$ cat src/rtl/alu_pipe_pkg.sv
`default_nettype none
// +----------------------------------------------------------------------------+
// | Module  : alu_pkg                                                          |
// | Purpose : Shared Sel field codes and the flag bundle for alu_pipe.         |
// |           Optional feature macro used by this block: ALU_ROTATE_EN.        |
// | Revision: 1.0 - initial release                                            |
// +----------------------------------------------------------------------------+
package alu_pkg;

   // Sel[4:3] operation groups
   localparam logic [1:0] GRP_ARITH_LOGIC = 2'b00;
   localparam logic [1:0] GRP_SHL         = 2'b01;
   localparam logic [1:0] GRP_SHR         = 2'b10;
   localparam logic [1:0] GRP_ZERO        = 2'b11;

   // Sel[1:0] when Sel[4:2] = 001 (arithmetic)
   localparam logic [1:0] OP_TRA  = 2'b00;
   localparam logic [1:0] OP_ADDC = 2'b01;
   localparam logic [1:0] OP_ADD  = 2'b10;
   localparam logic [1:0] OP_TRB  = 2'b11;

   // Sel[1:0] when Sel[4:2] = 000 (logic)
   localparam logic [1:0] OP_AND  = 2'b00;
   localparam logic [1:0] OP_OR   = 2'b01;
   localparam logic [1:0] OP_XOR  = 2'b10;
   localparam logic [1:0] OP_NOTA = 2'b11;

   typedef struct packed {
      logic carry;
      logic zero;
      logic ovf;
   } alu_flags_t;

endpackage : alu_pkg
`default_nettype wire

$ cat src/rtl/alu_pipe_if.sv
`default_nettype none
// +----------------------------------------------------------------------------+
// | Module  : alu_pipe_if                                                      |
// | Purpose : Operand-in / result-out handshake bundle of alu_pipe.            |
// |           master = producer/consumer side, slave = the ALU pipeline.       |
// | Revision: 1.0 - initial release                                            |
// +----------------------------------------------------------------------------+
interface alu_pipe_if #(
   parameter int WIDTH = 8
);
   logic             in_valid;
   logic             in_ready;
   logic [WIDTH-1:0] A;
   logic [WIDTH-1:0] B;
   logic [4:0]       Sel;
   logic             CarryIn;
   logic             out_valid;
   logic             out_ready;
   logic [WIDTH-1:0] Y;
   logic             CarryOut;
   logic             Zero;
   logic             Overflow;

   modport master (
      output in_valid, A, B, Sel, CarryIn, out_ready,
      input  in_ready, out_valid, Y, CarryOut, Zero, Overflow
   );

   modport slave (
      input  in_valid, A, B, Sel, CarryIn, out_ready,
      output in_ready, out_valid, Y, CarryOut, Zero, Overflow
   );
endinterface : alu_pipe_if
`default_nettype wire

$ cat src/rtl/alu_pipe_core.sv
`default_nettype none
// +----------------------------------------------------------------------------+
// | Module  : alu_core                                                         |
// | Purpose : Combinational WIDTH-bit ALU: result plus carry/zero/overflow.    |
// |           ALU_ROTATE_EN: Sel[2]=1 turns the shift groups into rotates.     |
// | Revision: 1.0 - initial release                                            |
// +----------------------------------------------------------------------------+
module alu_core
   import alu_pkg::*;
#(
   parameter int WIDTH = 8
) (
   input  logic [WIDTH-1:0] a_i,
   input  logic [WIDTH-1:0] b_i,
   input  logic [4:0]       sel_i,
   input  logic             cin_i,
   output logic [WIDTH-1:0] y_o,
   output alu_flags_t       flags_o
);
   logic [WIDTH:0]   sum;
   logic             add_cin;
   logic             rot;
   logic [WIDTH-1:0] y;
   logic             carry;
   logic             ovf;

   // Only ADDC consumes CarryIn; the sum is one bit wider to expose the carry
   always_comb begin
      add_cin = (sel_i[1:0] == OP_ADDC) ? cin_i : 1'b0;
      sum     = {1'b0, a_i} + {1'b0, b_i} + {{WIDTH{1'b0}}, add_cin};
   end

`ifdef ALU_ROTATE_EN
   assign rot = sel_i[2];
`else
   assign rot = 1'b0;
`endif

   // Result and carry/overflow selection; every Sel code yields a defined value
   always_comb begin
      y     = '0;
      carry = 1'b0;
      ovf   = 1'b0;
      case (sel_i[4:3])
         GRP_ARITH_LOGIC: begin
            if (sel_i[2]) begin
               case (sel_i[1:0])
                  OP_TRA: y = a_i;
                  OP_TRB: y = b_i;
                  default: begin
                     y     = sum[WIDTH-1:0];
                     carry = sum[WIDTH];
                     ovf   = (a_i[WIDTH-1] == b_i[WIDTH-1]) &&
                             (sum[WIDTH-1] != a_i[WIDTH-1]);
                  end
               endcase
            end else begin
               case (sel_i[1:0])
                  OP_AND:  y = a_i & b_i;
                  OP_OR:   y = a_i | b_i;
                  OP_XOR:  y = a_i ^ b_i;
                  default: y = ~a_i;
               endcase
            end
         end
         GRP_SHL: begin
            y     = {a_i[WIDTH-2:0], rot ? a_i[WIDTH-1] : 1'b0};
            carry = a_i[WIDTH-1];
         end
         GRP_SHR: begin
            y     = {rot ? a_i[0] : 1'b0, a_i[WIDTH-1:1]};
            carry = a_i[0];
         end
         default: begin
            y     = '0;
            carry = 1'b0;
         end
      endcase
   end

   assign y_o           = y;
   assign flags_o.carry = carry;
   assign flags_o.zero  = ~|y;
   assign flags_o.ovf   = ovf;

endmodule : alu_core
`default_nettype wire

$ cat src/rtl/alu_pipe.sv
`default_nettype none
// +----------------------------------------------------------------------------+
// | Module  : alu_pipe                                                         |
// | Purpose : Two-stage valid/ready ALU pipeline with backpressure.            |
// |           S1 holds the operand beat, S2 holds the registered result.       |
// |           ALU_ROTATE_EN: enables rotate variants in alu_core.              |
// | Revision: 1.0 - initial release                                            |
// +----------------------------------------------------------------------------+
module alu_pipe
   import alu_pkg::*;
#(
   parameter int WIDTH = 8
) (
   input  logic       clk,
   input  logic       rst,
   alu_pipe_if.slave  bus
);
   logic             s1_valid_q, s1_valid_d;
   logic [WIDTH-1:0] s1_a_q;
   logic [WIDTH-1:0] s1_b_q;
   logic [4:0]       s1_sel_q;
   logic             s1_cin_q;
   logic             s2_valid_q, s2_valid_d;
   logic [WIDTH-1:0] s2_y_q;
   alu_flags_t       s2_flags_q;

   logic             s1_load;
   logic             s2_load;
   logic             in_ready;
   logic [WIDTH-1:0] core_y;
   alu_flags_t       core_flags;

   // Handshake: S2 drains on pop, S1 frees when it hands its beat to S2
   always_comb begin
      s2_load    = s1_valid_q && (!s2_valid_q || bus.out_ready);
      in_ready   = !s1_valid_q || s2_load;
      s1_load    = bus.in_valid && in_ready;
      s1_valid_d = s1_load ? 1'b1 : (s2_load ? 1'b0 : s1_valid_q);
      s2_valid_d = s2_load ? 1'b1 : (bus.out_ready ? 1'b0 : s2_valid_q);
   end

   alu_core #(
      .WIDTH (WIDTH)
   ) u_core (
      .a_i     (s1_a_q),
      .b_i     (s1_b_q),
      .sel_i   (s1_sel_q),
      .cin_i   (s1_cin_q),
      .y_o     (core_y),
      .flags_o (core_flags)
   );

   // Stage 1: capture the operand beat on acceptance
   always_ff @(posedge clk or posedge rst) begin
      if (rst) begin
         s1_valid_q <= 1'b0;
         s1_a_q     <= '0;
         s1_b_q     <= '0;
         s1_sel_q   <= '0;
         s1_cin_q   <= 1'b0;
      end else begin
         s1_valid_q <= s1_valid_d;
         if (s1_load) begin
            s1_a_q   <= bus.A;
            s1_b_q   <= bus.B;
            s1_sel_q <= bus.Sel;
            s1_cin_q <= bus.CarryIn;
         end
      end
   end

   // Stage 2: register result and flags; they only change on a load, so held output is stable
   always_ff @(posedge clk or posedge rst) begin
      if (rst) begin
         s2_valid_q <= 1'b0;
         s2_y_q     <= '0;
         s2_flags_q <= '0;
      end else begin
         s2_valid_q <= s2_valid_d;
         if (s2_load) begin
            s2_y_q     <= core_y;
            s2_flags_q <= core_flags;
         end
      end
   end

   assign bus.in_ready  = in_ready;
   assign bus.out_valid = s2_valid_q;
   assign bus.Y         = s2_y_q;
   assign bus.CarryOut  = s2_flags_q.carry;
   assign bus.Zero      = s2_flags_q.zero;
   assign bus.Overflow  = s2_flags_q.ovf;

endmodule : alu_pipe
`default_nettype wire

$ cat src/flat_wrapper.sv
// flat-port wrapper written by rule: the top's interface ports become plain ports
module alu_pipe_flat import alu_pkg::*;
#(
   parameter int WIDTH = 8
)
  (clk, rst, bus_in_valid, bus_A, bus_B, bus_Sel, bus_CarryIn, bus_out_ready, bus_in_ready, bus_out_valid, bus_Y, bus_CarryOut, bus_Zero, bus_Overflow);
  alu_pipe_if #(.WIDTH(WIDTH)) bus_i ();
  input  logic clk;
  input  logic rst;
  input wire logic [$bits(bus_i.in_valid)-1:0] bus_in_valid;
  input wire logic [$bits(bus_i.A)-1:0] bus_A;
  input wire logic [$bits(bus_i.B)-1:0] bus_B;
  input wire logic [$bits(bus_i.Sel)-1:0] bus_Sel;
  input wire logic [$bits(bus_i.CarryIn)-1:0] bus_CarryIn;
  input wire logic [$bits(bus_i.out_ready)-1:0] bus_out_ready;
  output wire logic [$bits(bus_i.in_ready)-1:0] bus_in_ready;
  output wire logic [$bits(bus_i.out_valid)-1:0] bus_out_valid;
  output wire logic [$bits(bus_i.Y)-1:0] bus_Y;
  output wire logic [$bits(bus_i.CarryOut)-1:0] bus_CarryOut;
  output wire logic [$bits(bus_i.Zero)-1:0] bus_Zero;
  output wire logic [$bits(bus_i.Overflow)-1:0] bus_Overflow;
  assign bus_i.in_valid = bus_in_valid;
  assign bus_i.A = bus_A;
  assign bus_i.B = bus_B;
  assign bus_i.Sel = bus_Sel;
  assign bus_i.CarryIn = bus_CarryIn;
  assign bus_i.out_ready = bus_out_ready;
  assign bus_in_ready = bus_i.in_ready;
  assign bus_out_valid = bus_i.out_valid;
  assign bus_Y = bus_i.Y;
  assign bus_CarryOut = bus_i.CarryOut;
  assign bus_Zero = bus_i.Zero;
  assign bus_Overflow = bus_i.Overflow;
  alu_pipe #(.WIDTH(WIDTH)) u_core (.clk(clk), .rst(rst), .bus(bus_i));
endmodule
$ cat config.mk
export PLATFORM = sky130hd
export DESIGN_NAME = alu_pipe_flat
export DESIGN_NICKNAME = d
export VERILOG_FILES = /design/src/rtl/alu_pipe_pkg.sv /design/src/rtl/alu_pipe_if.sv /design/src/rtl/alu_pipe_core.sv /design/src/rtl/alu_pipe.sv /design/src/flat_wrapper.sv
export SDC_FILE = /design/constraint.sdc
export NUM_CORES = 1
export LEC_CHECK = 0
export BUFFER_PORTS_ARGS = -buffer_cell sky130_fd_sc_hd__clkbuf_2
export CORE_ASPECT_RATIO = 1.75
export CORE_MARGIN = 2
export CORE_UTILIZATION = 44
export DETAILED_ROUTE_END_ITERATION = 7
export PLACE_DENSITY = 0.62
export SLEW_MARGIN = 20
export SYNTH_ARGS = -nofsm -noshare
export SYNTH_HDL_FRONTEND = slang
export SYNTH_SLANG_ARGS = --single-unit
$ cat constraint.sdc
create_clock -name clk -period 3.4 [get_ports clk]
set_clock_uncertainty 0.05 [all_clocks]
set_input_delay 0 -clock clk [delete_from_list [all_inputs] [get_ports clk]]
set_output_delay 0 -clock clk [all_outputs]
set_load 0.05 [all_outputs]
* Yosys cells after proc, flatten, opt, wreduce, memory -nomap -nowiden
Cells that the tools add are included.
** Word-level totals
- Latch bits :: 0
- Memories kept :: 0
- RAM bits :: 0
- Output and inout bits :: 13
- Bits in read-only memories :: 0
- Bits of input ports :: 26
- Bits in registers :: 35
** Cells by class
- Multipliers :: 0
- Bitwise operators :: 4
- Divide/modulo/power cells :: 0
- $lt $le $gt $ge :: 0
- Equality and inequality tests :: 7
- Add/sub/neg operators :: 2
- Shift-type cells :: 0
- Reductions and logical operators :: 14
- Multiplexer cells :: 15
** Operator list (count)
- case mux 8 bit (3 select lines) :: 2
- case mux 8 bit (2 select lines) :: 1
- 2-to-1 mux 1 bit :: 10
- adder 8 x 8 -> 9 bit :: 1
- adder 9 x 1 -> 9 bit :: 1
- bitwise AND 8 bit :: 1
- 2-to-1 mux 8 bit :: 1
- NOT 8 bit :: 1
- OR 8 bit :: 1
- OR reduction 8 bit :: 1
- XOR 8 bit :: 1
- == test 2 bit, second input constant :: 3
- == test 2 x 1 -> 1 bit, second input constant :: 2
- zero test 2 bit :: 2
- nonzero test 2 bit :: 2
- logical AND 1 bit :: 3
- zero test 1 bit :: 3
- case mux 1 bit (3 select lines) :: 1
- logical OR 1 bit :: 2
- OR reduction 2 bit :: 1
- == test 1 bit :: 1
- != test 1 bit :: 1

* Logic depth before layout (Yosys ltp)
- Word-level depth :: 8
- Gate-level depth with buffers :: 11
- Depth with buffers taken out :: 11

* Hierarchy
From an unflattened synthesis, not the netlist that was laid out.
** Second synthesis, totals
- Cells, all modules :: 249
- Area total of the unflattened synthesis :: 2701.3 um^2
** Modules (own cells, without submodules)
- alu_pipe :: seq. area each 875.8 um^2, cells an instance 78, area an instance 1433.9 um^2, instances 1
- alu_core :: seq. area each 0.0 um^2, cells an instance 171, area an instance 1267.5 um^2, instances 1

* Worst setup path after synthesis
OpenSTA, ideal clock, no wires.
- Path type :: reg-to-reg
- Start point :: register u_core.s1_sel_q[1]
- End point :: register u_core.s2_flags_q (netlist bit u_core.bus.Zero)
- Library setup time :: 0.104 ns
- Arrival time :: 2.673 ns
- Setup slack :: 0.574 ns
- Cell stages (with the launch flop) :: 12
- Period minus slack after synthesis :: 2.826 ns
- Data required time :: 3.246 ns
- Cells stage by stage :: dfrtp_1 inv_1 ha_1 nand2_1 fa_1 fa_1 and2b_2 o221a_1 o21a_1 o21ai_0 a32o_1 o41ai_2
** On the way
- Cells in the longest elaborated chain, start to end :: 8
- Elaborated cells on any way between the ends :: 12
- Classes of those cells :: add/sub: 1; eq/ne: 3; mux: 5; reduce/logical: 3
** RTL lines
- start, declared :: RTL line alu_pipe.sv:21 : logic [4:0] s1_sel_q;
- start signal, assigned :: RTL line alu_pipe.sv:66 : s1_sel_q <= bus.Sel;
- == test 2 x 1 -> 1 bit :: RTL line alu_pipe_core.sv:29, alu_pipe_core.sv:58
- 2-to-1 mux 1 bit :: RTL line alu_pipe_core.sv:29 : add_cin = (sel_i[1:0] == OP_ADDC) ? cin_i : 1'b0;
- adder 9 x 1 -> 9 bit :: RTL line alu_pipe_core.sv:30 : sum = {1'b0, a_i} + {1'b0, b_i} + {{WIDTH{1'b0}}, add_cin};
- case mux 8 bit (2 select lines) :: RTL line alu_pipe_core.sv:47 : case (sel_i[1:0])
- 2-to-1 mux 8 bit * :: RTL line alu_pipe_core.sv:46 : if (sel_i[2]) begin
- case mux 8 bit (3 select lines) * :: RTL line alu_pipe_core.sv:44 : case (sel_i[4:3])
- OR reduction 8 bit * :: RTL line alu_pipe_core.sv:83 : assign flags_o.zero = ~|y;
- zero test 1 bit * :: RTL line alu_pipe_core.sv:83
- end signal, assigned :: RTL line alu_pipe.sv:82 : s2_flags_q <= core_flags;
- end, declared :: RTL line alu_pipe.sv:25 : alu_flags_t s2_flags_q;
Every way passes the cells marked *; elsewhere a longest branch is shown, timed or not.
A chain may end at the register's enable or synchronous reset.

* Final worst setup path
Ends and elaborated chain as after synthesis.

==> flow_summary_export.csv <==
group,metric,value,unit
synth,ys_types,56,
global_route,antenna_found_initial,0,
clock_tree,cts_setup_buffers,0,
clock_tree,cts.sinks,35,
route,ant_nets,0,
synth,syn-mean-instance-area,9.77,um^2
critical_path,arrival,3280,ps
floorplan,num_rows,36,
timing,hold_violations,0,
critical_path,crit_fanout,5,
clock_tree,hold_buffers,26,
timing,max_freq,0.320,GHz
layout,area_growth,24.4,%
global_route,grtUsageTotal,0.238,
layout,fin_cells,392,
timing,worst_pin_slew,931,ps
critical_path,cp.required,3550,ps
synth,synth_flop_cell,"dfrtp_1",
placement,place_ws,309,ps
critical_path,crit_path_end_kind,"flip-flop",
route,drtPass1Iterations,5,
layout,drive_above_1_share,0.244,
placement,post-dp-hpwl,4890,um
timing,setup_viol,0,
timing,min_period,3130,ps
timing,slew_viol_final,0,
clock_tree,clk_path_buf_depth,2,
route,drt_drc_violations_left,0,
floorplan,start_util,0.450,
run,drv_cap,0,
floorplan,core,5540,um^2
global_route,grt_pass1_vias,2293,
clock_tree,cts-root-buf,"clkbuf_8",
synth,async_reset_ff_frac,1.00,
global_route,grt_max_degree,36,
layout,final_nets,364,
power,p_leak,1.45,nW
synth,yosys-top-cells-area,"dfrtp_1, mux2_2, ha_1, inv_1, nand2_1",
synth,ys.warnings.count,0,
timing,tns,0,ps
floorplan,die_w,60.9,um
synth,synthesis.nets,304,
synth,synth_common_cells,"dfrtp_1, mux2_2, inv_1",
global_route,grt_pass1_wl,11300,um
timing,hold_ws,279,ps
clock_tree,cts_tree,"done",
clock_tree,ctsResizeCount,0,
floorplan,die_y,104,um
global_route,overflow,0,
route,first_iter_violations,121,
synth,yosys.cell_count.top_type,"dfrtp_1",
placement,place_area,2740,um^2
synth,netlist_area,2490,um^2
synth,synth_top_area_share,0.352,
placement,dpl.cell_count,358,
layout,design_area,3100,um^2
layout,diodes,0,
critical_path,start_kind,"flip-flop",
route,via_per_inst,5.72,
clock_tree,clk_latency,290,ps
synth,ys_seq_elements,35,
power,power.density,555,nW/um^2
placement,gp_congestion,0.906,
clock_tree,cts_made_buffers,5,
worst_hold_path,hp-class,"in2async",
route,vias,2244,
timing,setup_ws,273,ps
synth,yosysSeqAreaShare,0.352,
floorplan,ios,39,
timing,finalCritPeriodShare,0.920,
route,wl_per_cell,17.5,um
synth,netlist_instances,255,
critical_path,critPathKind,"reg2reg",
clock_tree,h-tree-depth,2,
timing,rsz0062_at_grt,"false",
synth,synth-edff-count,0,
outcome,status,"finished clean",
route,finalWirelength,6870,um
clock_tree,worst_setup_hold_path_clk_slew,70,ps
timing,relSlewSlack,0.378,
floorplan,die_area,6300,um^2
power,ir_drop,257,uV
placement,io_buffers,38,
synth,synth_area_leader_cell,"dfrtp_1",
==> sequential cells by signal, indices dropped and copies added (netlist names) <==
name	flops
u_core.s1_sel_q	5
u_core.bus.Overflow	1
u_core.s1_valid_q	1
u_core.s1_cin_q	1
u_core.bus.Y	8
u_core.bus.CarryOut	1
u_core.s1_a_q	8
u_core.bus.out_valid	1
u_core.bus.Zero	1
u_core.s1_b_q	8
==> layout by cell type (no fill, tap or decap), types with 4 or more instances in the layout <==
master	n
nand2b_1	5
a22oi_1	9
mux2_2	25
a221oi_1	4
ha_1	21
nor2_1	8
clkbuf_8	7
o21ai_0	13
nor2b_1	6
dfrtp_1	35
dlygate4sd3_1	26
and2_1	5
inv_1	22
nand2_1	20
a21oi_1	13
clkbuf_2	38
==> routing by layer <==
layer	vias up	GRT usage	part of all wire	routed length, um
met1	1076	0.280	0.37	2520
met4	0	0.112	0.043	298
met2	94	0.406	0.54	3710
met3	25	0.0312	0.050	342
met5	-	0	0	0
li1	1049	-	-	-
==> report_power, final <==
| part | internal [W] | switching (W) | leakage, nW |
|---|---|---|---|
| sequential | 0.000495 | 0.0000983 | 0.418 |
| combinational | 0.000311 | 0.000479 | 0.981 |
| clock | 0.000185 | 0.000153 | 0.0515 |
==> worst max-delay path: stages (launching register included) <==
cell,delay (ps)
dfrtp_1,420
inv_1,90
ha_1,260
nand2_1,100
fa_1,410
fa_1,420
and2b_2,270
o221a_1,190
o21a_1,120
o21ai_0,110
a32o_1,300
o41ai_2,290
==> cells by family after synthesis <==
kind of cell / after synthesis / synth area share
compound gates: 77 / 0.231
simple gates: 57 / 0.118
flops: 35 / 0.352
buf+inv: 34 / 0.0512
mux: 26 / 0.117
fa+ha+maj: 23 / 0.122
xor+xnor: 3 / 0.0105
==> stage by stage <==
step / utilization / power (W)
after floorplan: - / 0.00116
after global placement: 0.494 / 0.00135
after detailed placement: 0.494 / 0.00136
after CTS: 0.559 / 0.00172
after global routing: 0.559 / 0.00183
final: 0.559 / 0.00172
==> worst paths after layout <==
kind	start	to	slack [ps]	cells after the start
max in group asynchronous	rst	u_core.bus.Y[7]$_DFFE_PP0P_	2710	4
hold / removal	rst	u_core.s1_b_q[1]$_DFFE_PP0P_	280	4
min in group clk	u_core.bus.Y[3]$_DFFE_PP0P_	u_core.bus.Y[3]$_DFFE_PP0P_	420	2
setup / recovery	u_core.s1_sel_q[1]$_DFFE_PP0P_	u_core.bus.Zero$_DFFE_PP0P_	270	11
hold reg to reg	u_core.bus.Y[3]$_DFFE_PP0P_	u_core.bus.Y[3]$_DFFE_PP0P_	420	2
setup reg to reg	u_core.s1_sel_q[1]$_DFFE_PP0P_	u_core.bus.Zero$_DFFE_PP0P_	270	11
==> area by class of cell <==
cell class	instances	area (um^2)
inverters	22	82.6
well taps	76	95.1
fillers	515	2440
flip-flops and latches	35	876
multi-input cells	186	1490
clock buffers	8	100
repair buffers	65	458
Note: power is estimated with default switching activity, not from simulation.
